[src/rtl/serial_word_tx_pkg.sv]
// Shared types for the serial word transmitter: FSM state encoding and default word width.
package serial_tx_pkg;

   localparam int DEF_WIDTH = 4;

   typedef enum logic [1:0] {
      IDLE   = 2'd0,
      SHIFT  = 2'd1,
      PARITY = 2'd2
   } state_t;

endpackage

[src/rtl/serial_word_tx_if.sv]
// Producer-side handshake plus serial output of the word transmitter.
// master = word producer / line observer, slave = transmitter.
interface serial_word_tx_if
   import serial_tx_pkg::*;
#(
   parameter int WIDTH = DEF_WIDTH
);

   logic [WIDTH-1:0] din;
   logic             load_valid;
   logic             load_ready;
   logic             sout;
   logic             sout_valid;
   logic             busy;
   logic             done;

   modport master (
      output din, load_valid,
      input  load_ready, sout, sout_valid, busy, done
   );

   modport slave (
      input  din, load_valid,
      output load_ready, sout, sout_valid, busy, done
   );

endinterface

[src/rtl/serial_word_tx_piso_shift_reg.sv]
// Parallel-in serial-out shift register: load wins over shift, shifts left with zero fill.
module piso_shift_reg
   import serial_tx_pkg::*;
#(
   parameter int WIDTH = DEF_WIDTH
) (
   input  logic             clk,
   input  logic             rst,
   input  logic             load,
   input  logic             shift,
   input  logic [WIDTH-1:0] d,
   output logic             msb
);

   logic [WIDTH-1:0] shreg;

   always_ff @(posedge clk or posedge rst) begin
      if (rst)
         shreg <= '0;
      else if (load)
         shreg <= d;
      else if (shift)
         shreg <= {shreg[WIDTH-2:0], 1'b0};
   end

   assign msb = shreg[WIDTH-1];

endmodule

[src/rtl/serial_word_tx.sv]
// Word transmitter: valid/ready word intake, MSB-first serial output with strobe and done pulse.
// Optional even-parity trailer bit when PARITY_EN is defined.
module serial_word_tx
   import serial_tx_pkg::*;
#(
   parameter int WIDTH = DEF_WIDTH
) (
   input  logic             clk,
   input  logic             rst,
   serial_word_tx_if.slave  bus
);

   localparam int CW = $clog2(WIDTH);

   state_t          state;
   logic [CW-1:0]   cnt;
   logic            last_data;
   logic            last_bit;
   logic            accept;
   logic            msb;

   assign last_data = (state == SHIFT) && (cnt == '0);

`ifdef PARITY_EN
   logic par;
   assign last_bit = (state == PARITY);
`else
   assign last_bit = last_data;
`endif

   // Ready on the last-bit cycle so the next word follows with no gap.
   assign bus.load_ready = (state == IDLE) || last_bit;
   assign accept         = bus.load_valid && bus.load_ready;

   piso_shift_reg #(.WIDTH(WIDTH)) u_piso (
      .clk   (clk),
      .rst   (rst),
      .load  (accept),
      .shift (state == SHIFT),
      .d     (bus.din),
      .msb   (msb)
   );

   always_ff @(posedge clk or posedge rst) begin
      if (rst) begin
         state <= IDLE;
         cnt   <= '0;
`ifdef PARITY_EN
         par   <= 1'b0;
`endif
      end else if (accept) begin
         state <= SHIFT;
         cnt   <= CW'(WIDTH - 1);
`ifdef PARITY_EN
         par   <= ^bus.din;
`endif
      end else begin
         case (state)
            SHIFT: begin
               if (cnt == '0)
`ifdef PARITY_EN
                  state <= PARITY;
`else
                  state <= IDLE;
`endif
               else
                  cnt <= cnt - 1'b1;
            end
`ifdef PARITY_EN
            PARITY:  state <= IDLE;
`endif
            default: state <= IDLE;
         endcase
      end
   end

`ifdef PARITY_EN
   assign bus.sout = ((state == SHIFT) && msb) || ((state == PARITY) && par);
`else
   assign bus.sout = (state == SHIFT) && msb;
`endif

   assign bus.sout_valid = (state != IDLE);
   assign bus.busy       = (state != IDLE);
   assign bus.done       = last_bit;

endmodule

[src/flat_wrapper.sv]
// flat-port wrapper written by rule: the top's interface ports become plain ports
module serial_word_tx_flat import serial_tx_pkg::*;
#(
   parameter int WIDTH = DEF_WIDTH
)
  (clk, rst, bus_din, bus_load_valid, bus_load_ready, bus_sout, bus_sout_valid, bus_busy, bus_done);
  serial_word_tx_if #(.WIDTH(WIDTH)) bus_i ();
  input  logic clk;
  input  logic rst;
  input wire logic [$bits(bus_i.din)-1:0] bus_din;
  input wire logic [$bits(bus_i.load_valid)-1:0] bus_load_valid;
  output wire logic [$bits(bus_i.load_ready)-1:0] bus_load_ready;
  output wire logic [$bits(bus_i.sout)-1:0] bus_sout;
  output wire logic [$bits(bus_i.sout_valid)-1:0] bus_sout_valid;
  output wire logic [$bits(bus_i.busy)-1:0] bus_busy;
  output wire logic [$bits(bus_i.done)-1:0] bus_done;
  assign bus_i.din = bus_din;
  assign bus_i.load_valid = bus_load_valid;
  assign bus_load_ready = bus_i.load_ready;
  assign bus_sout = bus_i.sout;
  assign bus_sout_valid = bus_i.sout_valid;
  assign bus_busy = bus_i.busy;
  assign bus_done = bus_i.done;
  serial_word_tx #(.WIDTH(WIDTH)) u_core (.clk(clk), .rst(rst), .bus(bus_i));
endmodule
[config.mk]
export PLATFORM = sky130hd
export DESIGN_NAME = serial_word_tx_flat
export DESIGN_NICKNAME = d
export VERILOG_FILES = /design/src/rtl/serial_word_tx_pkg.sv /design/src/rtl/serial_word_tx_if.sv /design/src/rtl/serial_word_tx_piso_shift_reg.sv /design/src/rtl/serial_word_tx.sv /design/src/flat_wrapper.sv
export SDC_FILE = /design/constraint.sdc
export NUM_CORES = 1
export LEC_CHECK = 0
export ABC_CLOCK_PERIOD_IN_PS = 1750
export CORE_MARGIN = 2
export CORE_UTILIZATION = 30
export DETAILED_ROUTE_END_ITERATION = 12
export SLEW_MARGIN = 30
export SYNTH_ARGS = -nofsm -noshare
export SYNTH_HDL_FRONTEND = slang
export SYNTH_SLANG_ARGS = --single-unit
[constraint.sdc]
create_clock -name clk -period 1.75 [get_ports clk]
set_input_delay 0.175 -clock clk [delete_from_list [all_inputs] [get_ports clk]]
set_output_delay 0.175 -clock clk [all_outputs]
set_load 0.005 [all_outputs]
==> flow_summary.yaml, run 1 <==
status:
  outcome: "complete, no violations"
placed_design:
  place_area_um2: 503.0
  port_buffers: 11
  hpwl_um: 518.7
  gp_congestion: 0.7543
synthesis:
  synth_area_um2: 397.9
  syn_nets: 47
  ys.warnings.count: 0
  synth_area_per_cell_um2: 10.20
  synth_cell_types: 22
  synth_seq_area_share_pct: 44.03
  netlist_instances: 39
  ys_ff_latch: 7
global_route:
  gr-total-overflow: 0
  grt_pass1_wl_um: 1248
  grt_pass1_vias: 299
  grt_max_degree: 13
  grt_use_total_pct: 12.79
  antenna_found_initial: 0
die:
  fp.dieW_um: 40.42
  coreArea_um2: 1269
  ios: 12
  num_rows: 13
  dieArea_um2: 1634
  start_util_pct: 31.36
  die_h_um: 40.42
routing:
  ant_nets: 0
  firstDrtPassIters: 2
  first_iter_violations: 2
  wl_um: 693
  avgViaCountPerCell: 4.373
  post-route-drc-count: 0
  avgRoutedWirePerCell_um: 10.34
  vias: 293
final_layout:
  n_fill_cell: 133
  multi_input_area_um2: 182.7
  drive_gt1_share_pct: 25.00
  layout.nets: 61
  utilization_pct: 43.29
  fin_area_um2: 549.3
  seqCellArea_um2: 175.2
  syn2layout_area_growth_pct: 38.05
  antenna_cells: 0
worst_hold_path:
  hold_path_class: "input port to asynchronous set/reset pin"
timing:
  setup_viol: 0
  slew-limit-headroom_pct: 71.64
  rsz0062_at_grt: "false"
  finalSetupTns_ps: 0
  fin_crit_sh_pct: 94.99
  fmax_ghz: 0.6016
  slew_viol_final: 0
  clock_skew_ps: 3.690
  tightest_slew_ps: 424.1
  hold_viol_final: 0
  post-route-min-period_ps: 1662
clocking:
  cts_max_level: 1
  cts_made_buffers: 3
  hold_buffers: 0
  clkSlewWorstSetupHoldPaths_ps: 60
  clockRootBuffer: "clkbuf_4"
  cts_buffer_depth: 2
  cts_sinks: 7
  insertion_delay_ps: 250
  cts_tree: "done"
flow_run:
  maxCapViolCount: 0
critical_path:
  cp-start-kind: "register"
  crit_fanout: 3
  rr_startpoint: "u_core.state[0]"
  crit_required_ps: 1570
  crit_type: "register to primary output"
  critPathArrivalTime_ps: 1490
  critical_path.endpoint_type: "primary output"
  rr_worst_depth: 3
  startpoint: "u_core.cnt[0]"
power_and_ir_drop:
  peakVddDrop_mv: 0.8260
  p_leak_uw: 0.0002638
  cellPowerDensity_nw_per_um2: 1636
## cells by family after synthesis
| family | count (synthesis) | share of synthesized area, % |
|---|---|---|
| AO/OA/AOI/OAI | 9 | 17.61 |
| adder cells (fa/ha/maj) | 1 | 3.144 |
| buffers and inverters | 10 | 13.21 |
| flip-flops | 7 | 44.03 |
| multiplexers | 2 | 7.547 |
| AND/OR/NAND/NOR | 10 | 14.46 |
## routing by layer
metal	track usage [%]	up-vias	wire length, µm
met2	19.05	8	316
li1	-	157	-
met3	3.333	2	29
met4	12.50	0	19
met5	0	-	0
met1	14.33	126	328
## worst max-delay path, cell delays in order, from the launching register on
cell             delay [ps]
dfrtp_1                 400
inv_2                    80
ha_4                    150
and2_1                  120
clkdlybuf4s50_1         500
## Yosys cell counts
library cell / count / area share (%)
and2_1: 2 / 3.1
o21ai_1: 1 / 1.3
o21ai_0: 1 / 1.3
buf_2: 1 / 1.3
nor2_1: 1 / 0.94
o32ai_1: 1 / 2.2
ha_1: 1 / 3.1
o22ai_2: 2 / 6.3
nor2b_4: 1 / 3.5
mux2_4: 2 / 7.5
a31oi_1: 2 / 3.1
nand2b_1: 1 / 1.6
buf_4: 1 / 1.9
buf_6: 1 / 2.8
nand2_1: 3 / 2.8
dfrtp_1: 7 / 44
inv_4: 1 / 1.6
nand3_1: 1 / 1.3
inv_1: 6 / 5.7
nor3_1: 1 / 1.3
a21oi_1: 1 / 1.3
a32oi_1: 1 / 2.2
## power by group
part           leakage (µW)  internal [µW]  switching, µW  total [µW]
logic              0.000161            271            186         457
registers         0.0000850            232           65.2         297
clock network     0.0000177           83.5           61.4         145
## final timing paths
kind,end,slack (ps)
hold / removal,u_core.state[0],160
max in group asynchronous,u_core.u_piso.shreg[1],1380
setup / recovery,bus_done,90
setup reg to reg,u_core.u_piso.shreg[1],570
min in group clk,u_core.u_piso.shreg[1],480
hold reg to reg,u_core.cnt[0],490
## per-stage QoR
step	worst slack, ps	std cells	total power (µW)	hold WS, ps
finish	87.66	67	898.6	156.2
global route	17.71	67	992.5	194.7
CTS	29.68	67	891.6	158.3
detailed placement	218.9	62	721.9	425.1
global placement	231.1	62	718.3	429.5
floorplan	608.3	39	585.7	-21.60
## area by class of cell
| cell class | count | share of cell area [%] |
|---|---|---|
| tap | 15 | 3.417 |
| clock buffer | 3 | 4.100 |
| timing repair buffer | 12 | 21.18 |
| multi-input combinational | 22 | 33.26 |
| sequential | 7 | 31.89 |
| clock inverter | 1 | 0.9112 |
| inverter | 7 | 5.239 |
## registers in the layout, summed over array words and instances, names as in the netlist
name and count:
u_core.u_piso.shreg 4, u_core.cnt 2, u_core.state 1
## layout by cell type (no fill, tap or decap)
master	instances
o32ai_1	1
nand2_1	3
nor2_1	1
mux2_4	2
inv_1	5
o21ai_0	1
nand3_1	1
a32oi_1	1
clkbuf_4	3
dlygate4sd2_1	1
clkdlybuf4s50_1	10
nor3_1	1
o21ai_1	1
o22ai_2	2
and2_1	2
inv_4	1
a21oi_1	1
clkinv_2	1
buf_4	1
a31oi_1	2
ha_4	1
nor2b_4	1
dfrtp_1	7
nand2b_1	1
inv_2	1
## what timing repair did
action                                 in CTS  in global routing
endpoints found under the hold margin       0                  0
gates resized for setup                     2                  2
buffers inserted                            1                  0
setup endpoints to repair                   1                  1
(Power assumes the default switching activity.)
==> inputs of run 2 (changes only) <==
Settings changed: CORE_AREA set to 2 2 39 41, CORE_MARGIN 2 to unset, CORE_UTILIZATION 30 to unset, DIE_AREA set to 0 0 41 43.
==> run 2 against run 1 <==
Register-to-register slack better by 20 ps. Fmax increased by 0.49%. Routed wire length is 4.0% higher. Die area is 7.9% higher. Setup slack better by 8.1 ps. Hold slack worse by 2.4 ps. Sequential cell count unchanged. Combinational power increased by 3%. Sequential power about the same. Critical path depth did not move. Critical endpoint unchanged. Highest routed layer unchanged.
==> flow_summary.yaml, run 2 (synthesis gave the netlist of run 1 again) <==
status:
  outcome: "complete, no violations"
timing:
  finalWorstSetupSlack_ps: 95.76
  post-route-min-period_ps: 1654
  whs_ps: 153.8
  clock_skew_ps: 0.5474
  slew_viol_final: 0
  setup_viol: 0
  rsz0062_at_grt: "false"
  hold_viol_final: 0
  tightest_slew_ps: 403.0
  fmax_ghz: 0.6045
  finalSetupTns_ps: 0
  fin_crit_sh_pct: 94.53
  slew-limit-headroom_pct: 73.05
die:
  ios: 12
  die_h_um: 43
  coreArea_um2: 1384
  dieArea_um2: 1763
  start_util_pct: 28.75
  num_rows: 14
  fp.dieW_um: 41
power_and_ir_drop:
  clkPwrFrac_pct: 15.1
  p_sw_share_pct: 34.07
  peakVddDrop_mv: 0.5577
  seqPwrFrac_pct: 32.9
  combPwrFrac_pct: 51.9
  p_leak_uw: 0.0002702
  cellPowerDensity_nw_per_um2: 1636
  p_switching_uw: 308.9
  internal_power_uw: 597.9
global_route:
  grt_util_met1_pct: 12.67
  grt_pass1_vias: 295
  grt_pass1_wl_um: 1207
  gr-total-overflow: 0
  met2_usage_pct: 15.00
  grt_max_degree: 13
  busiest_layer: "met2"
  grt_use_total_pct: 11.17
  grt_util_met3_pct: 3.141
  antenna_found_initial: 0
final_layout:
  n_fill_cell: 143
  drive_gt1_share_pct: 25.00
  instances_no_fill: 68
  final_common_cell: "clkdlybuf4s50_1"
  syn2layout_area_growth_pct: 39.31
  multi_input_area_um2: 182.7
  most-common-layout-cells: "clkdlybuf4s50_1, dfrtp_1, inv_1, nand2_1, clkbuf_4"
  seqCellArea_um2: 176.4
  reg_top3: "u_core.u_piso.shreg (4), u_core.cnt (2), u_core.state (1)"
  largest_reg_flops: 4
  layout.nets: 61
  regMostFlops: "u_core.u_piso.shreg"
  antenna_cells: 0
  utilization_pct: 40.05
placed_design:
  port_buffers: 11
  gp_congestion: 0.6292
  detailedPlace.worstSlack_ps: 230.7
  dp_cells: 63
  hpwl_um: 568.6
clocking:
  clkSlewWorstSetupHoldPaths_ps: 50
  hold_buffers: 0
  cts_sinks: 7
  cts_buffer_depth: 2
  insertion_delay_ps: 240
  clockRootBuffer: "clkbuf_4"
  cts_max_level: 1
  cts_made_buffers: 3
  cts_tree: "done"
routing:
  ant_nets: 0
  vias: 311
  avgViaCountPerCell: 4.574
  avgRoutedWirePerCell_um: 10.60
  post-route-drc-count: 0
  firstDrtPassIters: 3
  first_iter_violations: 7
  wl_um: 721
flow_run:
  maxCapViolCount: 0
critical_path:
  cp-start-kind: "register"
  crit_required_ps: 1570
  critical_path.endpoint_type: "primary output"
  crit_type: "register to primary output"
  critPathArrivalTime_ps: 1480
  crit_fanout: 3
worst_hold_path:
  hold_path_class: "input port to asynchronous set/reset pin"
==> run 2: critical path, cell delays in order, from the launching register on <==
cell             delay (ps)
dfrtp_1                 400
inv_2                    80
ha_4                    150
and2_1                  120
clkdlybuf4s50_1         490
==> run 2: per-layer routing <==
layer | up-vias | part of all wire, % | routed length [µm]
met4 | 0 | 2.6 | 19
met3 | 2 | 5.1 | 37
met5 | - | 0 | 0
li1 | 156 | - | -
met2 | 8 | 44 | 320
met1 | 145 | 47 | 342
==> run 2: worst paths after layout <==
check                               from  slack [ps]  depth (start not counted)                     end
min                                  rst         150                          2  u_core.u_piso.shreg[3]
min reg2reg                u_core.cnt[0]         510                          1           u_core.cnt[0]
max reg2reg                u_core.cnt[0]         590                          6  u_core.u_piso.shreg[1]
max in group asynchronous            rst        1380                          2         u_core.state[0]
min in group clk              bus_din[3]         500                          3  u_core.u_piso.shreg[3]
max                        u_core.cnt[0]         100                          4                bus_done
==> run 2: stage by stage <==
step | power, µW | area [µm²]
after CTS | 900.0 | 540.5
after global routing | 988.3 | 554.3
after floorplan | 585.7 | 397.9
final | 906.7 | 554.3
after global placement | 718.1 | 504.2
after detailed placement | 731.0 | 504.2
==> run 2: power groups by stage <==
stage	sequential, µW	combinational, µW	clock, µW
6_report	299	471	137
5_1_grt	306	524	158
4_1_cts	295	460	145
3_5_place_dp	298	434	0
3_3_place_gp	293	425	0
2_1_floorplan	270	316	0
==> run 2: layout make-up <==
| cell class | count | area share (%) |
|---|---|---|
| Timing Repair Buffer | 12 | 21.67 |
| Clock buffer | 4 | 4.740 |
| Multi-Input combinational cell | 22 | 32.96 |
| Inverter | 7 | 5.192 |
| Sequential cell | 7 | 31.83 |
| Tap cell | 16 | 3.612 |
==> run 2: timing repair <==
item / 4_1_cts / 5_1_grt
endpoints found under the setup margin: 1 / 2
gates resized for setup: 1 / 4
buffers inserted: 1 / 0
==> inputs of run 3 (changes only) <==
Settings changed: TNS_END_PERCENT set to 30.
==> results of run 3 <==
Final layout, timing and power as in run 2 (identical DEF).
